### src/rtl/ltc2308_scan_ctrl.sv
// ltc2308_scan_ctrl: SPI initiator for the LTC2308 8-channel 12-bit ADC.
// Round-robins single-ended unipolar conversions over channels 0..NUM_CH-1 and
// emits each result with its channel tag as a one-cycle strobe.
//
// Ports:
//   CLK_50       in   system clock (only clock)
//   reset        in   synchronous, active-high reset
//   enable       in   level, 1 = run scan frames
//   ADC_CONVST   out  conversion start
//   ADC_SCK      out  serial clock, idles low
//   ADC_SDI      out  6-bit config word, MSB first
//   ADC_SDO      in   conversion data, sampled at the end of each SCK high phase
//   sample_valid out  one-cycle result strobe
//   sample_data  out  12-bit unsigned result, held until the next strobe
//   sample_ch    out  channel the result belongs to, held until the next strobe
//   busy         out  1 whenever the controller is not idle
//
// The config word sent in one frame selects the conversion read back in the
// next frame, so the first frame after leaving idle is discarded.
module ltc2308_scan_ctrl #(
  parameter int unsigned NUM_CH   = 8,
  parameter int unsigned CONV_CYC = 80,
  parameter int unsigned SCK_HALF = 2,
  parameter int unsigned ACQ_CYC  = 20
) (
  input  logic        CLK_50,
  input  logic        reset,
  input  logic        enable,
  output logic        ADC_CONVST,
  output logic        ADC_SCK,
  output logic        ADC_SDI,
  input  logic        ADC_SDO,
  output logic        sample_valid,
  output logic [11:0] sample_data,
  output logic [2:0]  sample_ch,
  output logic        busy
);

  localparam int unsigned CntMax = (CONV_CYC > ACQ_CYC) ? CONV_CYC : ACQ_CYC;
  localparam int unsigned CntW   = $clog2(CntMax + 1);
  localparam int unsigned PhW    = $clog2(2 * SCK_HALF);

  localparam logic [CntW-1:0] ConvLast = CntW'(CONV_CYC - 1);
  localparam logic [CntW-1:0] AcqLast  = CntW'(ACQ_CYC - 1);
  localparam logic [PhW-1:0]  PhHigh   = PhW'(SCK_HALF);
  localparam logic [PhW-1:0]  PhLast   = PhW'(2 * SCK_HALF - 1);
  localparam logic [2:0]      ChLast   = 3'(NUM_CH - 1);

  typedef enum logic [2:0] {StIdle, StConv, StGap, StShift, StAcq} state_e;

  state_e          state_q, state_d;
  logic [CntW-1:0] cnt_q;
  logic [PhW-1:0]  ph_q;
  logic [3:0]      bit_q;
  logic [2:0]      ch_q, prev_ch_q;
  logic            discard_q;
  logic [11:0]     shift_q;
  logic            valid_q;
  logic [11:0]     data_q;
  logic [2:0]      sch_q;

  logic [5:0]      cfg;
  logic            last_bit;
  logic [2:0]      ch_next;

  // {S/D, O/S, S1, S0, UNI, SLP}: single-ended, unipolar, no sleep
  assign cfg      = {1'b1, ch_q[0], ch_q[2], ch_q[1], 1'b1, 1'b0};
  // Final cycle of the high phase of bit 11
  assign last_bit = (bit_q == 4'd11) && (ph_q == PhLast);
  assign ch_next  = (ch_q == ChLast) ? 3'd0 : ch_q + 3'd1;

  // State register
  always_ff @(posedge CLK_50) begin
    if (reset) state_q <= StIdle;
    else       state_q <= state_d;
  end

  // Next-state logic
  always_comb begin
    state_d = state_q;
    unique case (state_q)
      StIdle:  if (enable) state_d = StConv;
      StConv:  if (cnt_q == ConvLast) state_d = StGap;
      StGap:   state_d = StShift;
      StShift: if (last_bit) state_d = StAcq;
      StAcq:   if (cnt_q == AcqLast) state_d = enable ? StConv : StIdle;
      default: state_d = StIdle;
    endcase
  end

  // Counters, shift register, channel bookkeeping and result registers
  always_ff @(posedge CLK_50) begin
    if (reset) begin
      cnt_q     <= '0;
      ph_q      <= '0;
      bit_q     <= '0;
      ch_q      <= '0;
      prev_ch_q <= '0;
      discard_q <= 1'b1;
      shift_q   <= '0;
      valid_q   <= 1'b0;
      data_q    <= '0;
      sch_q     <= '0;
    end else begin
      valid_q <= 1'b0;

      // Dwell counter for CONV and ACQ; restarts on every state change
      if (state_d != state_q) begin
        cnt_q <= '0;
      end else if (state_q == StConv || state_q == StAcq) begin
        cnt_q <= cnt_q + 1'b1;
      end

      if (state_q == StShift) begin
        if (ph_q == PhLast) begin
          ph_q    <= '0;
          bit_q   <= bit_q + 4'd1;
          shift_q <= {shift_q[10:0], ADC_SDO};
        end else begin
          ph_q <= ph_q + 1'b1;
        end
      end else begin
        ph_q  <= '0;
        bit_q <= '0;
      end

      if (state_q == StIdle && state_d == StConv) begin
        ch_q      <= '0;
        prev_ch_q <= '0;
        discard_q <= 1'b1;
      end

      // Entering ACQ: publish the word read this frame, which belongs to the
      // channel configured in the previous frame
      if (state_q == StShift && state_d == StAcq) begin
        valid_q <= ~discard_q;
        if (!discard_q) begin
          data_q <= {shift_q[10:0], ADC_SDO};
          sch_q  <= prev_ch_q;
        end
        discard_q <= 1'b0;
        prev_ch_q <= ch_q;
        ch_q      <= ch_next;
      end
    end
  end

  // Pin outputs
  always_comb begin
    ADC_CONVST = 1'b0;
    ADC_SCK    = 1'b0;
    ADC_SDI    = 1'b0;
    busy       = (state_q != StIdle);
    unique case (state_q)
      StConv: ADC_CONVST = 1'b1;
      StGap:  ADC_SDI = cfg[5];
      StShift: begin
        ADC_SCK = (ph_q >= PhHigh);
        if (bit_q < 4'd6) ADC_SDI = cfg[3'd5 - bit_q[2:0]];
      end
      default: ;
    endcase
  end

  assign sample_valid = valid_q;
  assign sample_data  = data_q;
  assign sample_ch    = sch_q;

endmodule

### config.mk
export PLATFORM = sky130hd
export DESIGN_NAME = ltc2308_scan_ctrl
export DESIGN_NICKNAME = d
export VERILOG_FILES = /design/src/rtl/ltc2308_scan_ctrl.sv
export SDC_FILE = /design/constraint.sdc
export NUM_CORES = 1
export LEC_CHECK = 0
export ABC_AREA = 0
export CAP_MARGIN = 40
export CORE_MARGIN = 2
export CORE_UTILIZATION = 59
export CTS_CLUSTER_DIAMETER = 120
export CTS_CLUSTER_SIZE = 14
export DETAILED_ROUTE_END_ITERATION = 8
export PLACE_DENSITY = 0.83
export SYNTH_ARGS = -nofsm -noshare
export SYNTH_HDL_FRONTEND = slang
export SYNTH_SLANG_ARGS = --single-unit
export TNS_END_PERCENT = 10
### constraint.sdc
create_clock -name CLK_50 -period 2.68 [get_ports CLK_50]
set_input_delay 0.536 -clock CLK_50 [delete_from_list [all_inputs] [get_ports CLK_50]]
set_output_delay 0.536 -clock CLK_50 [all_outputs]
set_load 0.02 [all_outputs]
==> impl_metrics.yaml, run 1 <==
outcome:
  status: "finished clean"
sta:
  finalCriticalPeriod_ns: 2.54
  slew_headroom_pct: 63.1
  tns_ns: 0
  fin_skew_ns: 0.0119
  setup_viol: 0
  slew_violations: 0
  min_period_over_period_pct: 94.7
  tightestPinTransition_ns: 0.550
  rsz0062_at_grt: "no"
  fmax_ghz: 0.394
  hold_viol: 0
clocking:
  ctsHoldBuffers: 0
  cts.htree.levels: 2
  cts_sinks: 50
  cts_max_path_buffers: 2
  path_clk_slew_ns: 0.10
  clock_latency_ns: 0.31
  cts_tree: "built"
  cts_buffers: 5
  clock-root-buffer: "clkbuf_8"
job:
  drv_cap: 0
min_path:
  hold_depth: 2
  hold_path.class: "reg2reg"
  whs_endpoint: "sample_data[5]"
  min-delay-start: "sample_data[5]"
critical_path:
  reg2reg_from: "ph_q[1]"
  cp_max_fo: 2
  worstSetupEndpointType: "primary output"
  crit_type: "reg2out"
  rrSetupSlack_ns: 0.74
  r2r_cells: 5
  worstPathRequired_ns: 2.14
  worstPathArrival_ns: 2.00
  crit_path_start_kind: "flip-flop"
  timing.rr.end: "sample_ch[1]"
route:
  drt_iter0_drc: 202
  drt-vias-per-instance: 5.58
  ant_nets: 0
  route.vias.total: 1786
  drc: 0
  drt-pass1-iter-count: 4
  detail_route.wirelength_um: 4240
  drt-wirelength-per-cell_um: 13.3
global_routing:
  grt_max_degree: 31
  grt_pass1_wl_um: 7290
  grt_antenna_before_repair: 0
  grt_pass1_vias: 1639
  grt_use_total_pct: 22.6
  grt-ovfl-total: 0
synthesis:
  postSynthCellCount: 249
  synth_edf_count: 0
  synth.net_count: 260
  synth_warnings: 0
  async_reset_ff_share_pct: 0
  synth_flop_cell: "dfxtp_1"
  ys_types: 45
  ys_seq_elements: 50
  post-synth-top-area-fraction_pct: 45.6
  synth.most_common_cell: "nand2_1"
  avgSynthCellArea_um2: 8.81
  synth_common_cells: "nand2_1 (58), dfxtp_1 (50), a21oi_1 (31)"
  ys_seq_area_share_pct: 45.6
  synth_area_leaders: "dfxtp_1 (46%), nand2_1 (9.9%), a21oi_1 (7.1%)"
  synthesis.area_um2: 2190
  synth_area_leader_cell: "dfxtp_1"
final_layout:
  drive_gt1_share_pct: 8.82
  antenna_cells: 0
  regArea_um2: 1000
  fill_cells: 289
  syn_to_final_growth_pct: 16.7
  multi_input_area_um2: 1090
  fin_area_um2: 2560
  final_nets: 282
power:
  vdd.ir_drop.worst_mv: 0.420
  leakage_uw: 0.000903
  power_uw: 1360
  power.density_nw_per_um2: 530
floorplan:
  fp.dieH_um: 65.0
  die_x_um: 65.0
  die_area_um2: 4220
  core_area_um2: 3610
  ios: 24
  placementRows: 22
  initial_core_util_pct: 60.8
placement:
  gp_congestion: 0.863
  numPortBuffers: 23
  place_hpwl_um: 2820
  post_dp_cell_area_um2: 2450
placed cells by master (no fill, tap or decap), types with 2 or more instances in the layout:
| cell type | n |
|---|---|
| nand2_1 | 58 |
| dfxtp_1 | 49 |
| a21oi_1 | 31 |
| clkdlybuf4s50_1 | 22 |
| nor2_1 | 13 |
| xnor2_1 | 9 |
| a211oi_1 | 8 |
| ha_1 | 7 |
| inv_1 | 6 |
| nand3_1 | 6 |
| nor3_1 | 6 |
| a22o_1 | 6 |
| clkbuf_8 | 5 |
| buf_4 | 5 |
| o21ai_0 | 4 |
| or3_1 | 3 |
| nor3b_1 | 2 |
| mux2i_1 | 2 |
power by group:
part | internal, µW | leakage [µW] | switching, µW | total [µW]
logic | 22.5 | 0.000441 | 35.9 | 58.4
clock network | 283 | 0.0000587 | 264 | 547
registers | 745 | 0.000403 | 5.38 | 750
total | 1050 | 0.000903 | 305 | 1360
logic make-up (layout without fill, tap and decap cells):
family | count (synthesis) | after routing | synth area share, %
simple gates | 101 | 101 | 22.4
compound gates | 60 | 60 | 18.7
buf+inv | 19 | 42 | 4.45
mux | 2 | 2 | 0.913
fa+ha+maj | 7 | 7 | 3.99
flops | 50 | 50 | 45.6
xor+xnor | 10 | 10 | 3.99
area by class of cell:
class / instances / area share (%)
Tap cell: 48 / 2.35
Multi-Input combinational cell: 180 / 42.8
Inverter: 6 / 0.880
Clock buffer: 5 / 2.69
Sequential cell: 50 / 39.2
Timing Repair Buffer: 28 / 10.3
Clock inverter: 3 / 1.86
critical path, cell delays in order, from the launching register on:
cell and delay (ns):
dfxtp_1 0.33, ha_1 0.32, nor3b_1 0.19, a21oi_1 0.06, a221o_1 0.35, a211oi_1 0.25, buf_2 0.21
sequential cells by signal, indices dropped and copies added, names as in the netlist:
| register | cells |
|---|---|
| sample_data | 12 |
| sample_ch | 3 |
| prev_ch_q | 3 |
| ch_q | 3 |
| shift_q | 11 |
| sample_valid | 1 |
| state_q | 3 |
| discard_q | 1 |
| ph_q | 2 |
| cnt_q | 7 |
| bit_q | 4 |
worst max path at each step:
stage	depth (start not counted)	to	from	slack, ns
2_1_floorplan	5	ADC_SDI	bit_q[1]	0.37
3_3_place_gp	6	ADC_SDI	bit_q[2]	0.06
3_5_place_dp	6	ADC_SDI	bit_q[2]	0.006
4_1_cts	6	ADC_SDI	bit_q[2]	0.01
5_1_grt	6	ADC_SDI	bit_q[1]	0.02
6_report	6	ADC_SDI	bit_q[1]	0.14
routing by layer:
| metal | routed length (µm) | vias to the layer above | GRT usage (%) |
|---|---|---|---|
| met2 | 1990 | 37 | 36.0 |
| met1 | 2000 | 834 | 28.7 |
| met3 | 188 | 7 | 6.08 |
| met5 | 0 | - | 0 |
| li1 | - | 908 | - |
| met4 | 68 | 0 | 10.1 |
stage by stage:
step	util [%]	setup WS [ns]	hold WS, ns	instances
final	71.0	0.142	0.452	320
after global placement	67.8	0.0589	0.438	312
after floorplan	-	0.369	0.427	249
after CTS	71.1	0.0105	0.458	320
after detailed placement	67.8	0.00640	0.445	312
after global routing	71.0	0.0175	0.482	320
what timing repair did:
item,CTS,global route
buffers inserted,0,0
resized for setup,4,2
cloned,0,0
pin swaps,0,0
endpoints found under the setup margin,1,1
(Power assumes the default switching activity.)
==> run 2, diff against run 1 <==
- SETUP_SLACK_MARGIN: not set -> 0.05
- SLEW_MARGIN: not set -> 0
==> run 2 against run 1 <==
Against the previous run:
- clock power about the same
- non-clock buffer count unchanged
- sequential share of layout area down 0.15 points
- cell area up 0.39%
- clock skew up 0.00067 ns
- via count about the same
- register-to-register slack about the same
- worst hold slack better by 0.00054 ns
- critical endpoint unchanged
- largest power group unchanged
==> impl_metrics.yaml, run 2 (synthesis results as in run 1) <==
clocking:
  path_clk_slew_ns: 0.10
  cts_setup_buffers: 0
  cts_tree: "built"
  clock-root-buffer: "clkbuf_8"
  clock_latency_ns: 0.31
  cts_sinks: 50
  cts_max_path_buffers: 2
  cts_buffers: 5
  cts.htree.levels: 2
  ctsHoldBuffers: 0
critical_path:
  r2r_cells: 5
  crit_path_start_kind: "flip-flop"
  worstSetupEndpointType: "primary output"
  timing.rr.end: "sample_ch[1]"
  crit_type: "reg2out"
  rrSetupSlack_ns: 0.74
  cp_max_fo: 2
  reg2reg_from: "ph_q[1]"
  worstPathRequired_ns: 2.14
  worstPathArrival_ns: 1.96
final_layout:
  mostFrequentLayoutCells: "nand2_1 (58), dfxtp_1 (49), a21oi_1 (31)"
  fin_area_um2: 2570
  final_nets: 282
  final_common_cell: "nand2_1"
  multi_input_area_um2: 1100
  instances_no_fill: 320
  antenna_cells: 0
  drive_gt1_share_pct: 9.56
  regArea_um2: 1000
  fill_cells: 288
  syn_to_final_growth_pct: 17.1
  largest_register_ffs: 12
global_routing:
  grt-ovfl-total: 0
  grt_pass1_wl_um: 7310
  grt_use_total_pct: 22.7
  grt_pass1_vias: 1641
  grt_antenna_before_repair: 0
  grt_max_degree: 31
min_path:
  hold_depth: 2
  whs_endpoint: "sample_data[5]"
  hold_path.class: "reg2reg"
  min-delay-start: "sample_data[5]"
placement:
  gp_congestion: 0.863
  place_hpwl_um: 2820
  post_dp_cell_area_um2: 2450
  numPortBuffers: 23
  place_inst: 312
route:
  drt_iter0_drc: 220
  drc: 0
  ant_nets: 0
  route.vias.total: 1787
  drt-wirelength-per-cell_um: 13.3
  detail_route.wirelength_um: 4270
  drt-pass1-iter-count: 4
  drt-vias-per-instance: 5.58
floorplan:
  die_area_um2: 4220
  die_x_um: 65.0
  placementRows: 22
  ios: 24
  initial_core_util_pct: 60.8
  core_area_um2: 3610
  fp.dieH_um: 65.0
power:
  p_int_uw: 1050
  p_sw_uw: 306
  pwr-share-clk_pct: 40.4
  swShare_pct: 22.5
  leakage_uw: 0.000909
  p_seq_share_pct: 55.3
  power.density_nw_per_um2: 528
  comb_power_share_pct: 4.3
  vdd.ir_drop.worst_mv: 0.419
sta:
  fin_skew_ns: 0.0126
  hold_viol: 0
  tightestPinTransition_ns: 0.550
  setup_viol: 0
  min_period_over_period_pct: 93.0
  slew_headroom_pct: 63.1
  tns_ns: 0
  fmax_ghz: 0.401
  rsz0062_at_grt: "no"
  finalCriticalPeriod_ns: 2.49
  slew_violations: 0
job:
  drv_cap: 0
outcome:
  status: "finished clean"
## run 2: cell counts in the layout (fill, tap and decap cells not counted)
No cell type changed its count.
## run 2: power groups by stage
stage / registers (µW) / logic, µW / clock network (µW)
floorplan: 764 / 42.7 / 0
detailed placement: 768 / 58.3 / 0
finish: 750 / 58.4 / 547
CTS: 750 / 58.5 / 554
global placement: 767 / 57.6 / 0
global route: 751 / 64.2 / 587
## run 2: worst max-delay path, stage by stage (launching register included)
cell      delay (ns)
dfxtp_1         0.33
ha_1            0.33
nor3b_2         0.17
a21oi_1         0.06
a221o_1         0.36
a211oi_2        0.22
buf_2           0.19
## run 2: area by class of cell
type                            instances  share of cell area [%]
Sequential cell                        50                    39.0
Multi-Input combinational cell        180                    43.0
Tap cell                               48                    2.34
Clock buffer                            5                    2.68
Timing Repair Buffer                   28                    10.2
Inverter                                6                   0.877
Clock inverter                          3                    1.85
## run 2: timing repair
action / 4_1_cts / 5_1_grt
endpoints found under the setup margin: 1 / 1
endpoints found under the hold margin: 0 / 0
gates resized for setup: 5 / 3
pin swaps: 0 / 0
## run 2: routing by layer
layer	up-vias	global-route usage [%]	share of wire, %
li1	909	-	-
met1	832	28.8	47
met2	37	36.0	47
met3	9	6.08	4.2
met4	0	10.1	1.8
met5	-	0	0
## run 2: metrics by stage
stage	hold slack, ns	utilization, %	total power [µW]	setup slack, ns
2_1_floorplan	0.427	-	807	0.369
3_3_place_gp	0.438	67.8	825	0.0589
5_1_grt	0.482	71.2	1400	0.0677
6_report	0.453	71.2	1360	0.187
4_1_cts	0.458	70.9	1360	0.110
3_5_place_dp	0.445	67.8	826	0.00640
## run 2: worst max-delay path by stage
| stage | start | end | slack [ns] | cells past startpoint |
|---|---|---|---|---|
| 2_1_floorplan | bit_q[1] | ADC_SDI | 0.37 | 5 |
| 3_3_place_gp | bit_q[2] | ADC_SDI | 0.06 | 6 |
| 3_5_place_dp | bit_q[2] | ADC_SDI | 0.006 | 6 |
| 4_1_cts | bit_q[2] | ADC_SDI | 0.11 | 6 |
| 5_1_grt | bit_q[1] | ADC_SDI | 0.07 | 6 |
| 6_report | bit_q[1] | ADC_SDI | 0.19 | 6 |
==> run 3, diff against run 2 <==
- SKIP_CTS_REPAIR_TIMING: not set -> 1
==> results of run 3 <==
No change in the layout: final DEF, timing and power equal those of run 2.
Main changes from that run: wire length of the first global-routing pass 7310 µm -> 7290 µm; via count of the first global-routing pass 1641 -> 1639; overall routing resource usage 22.7% -> 22.6%; met1 usage 28.8% -> 28.7%
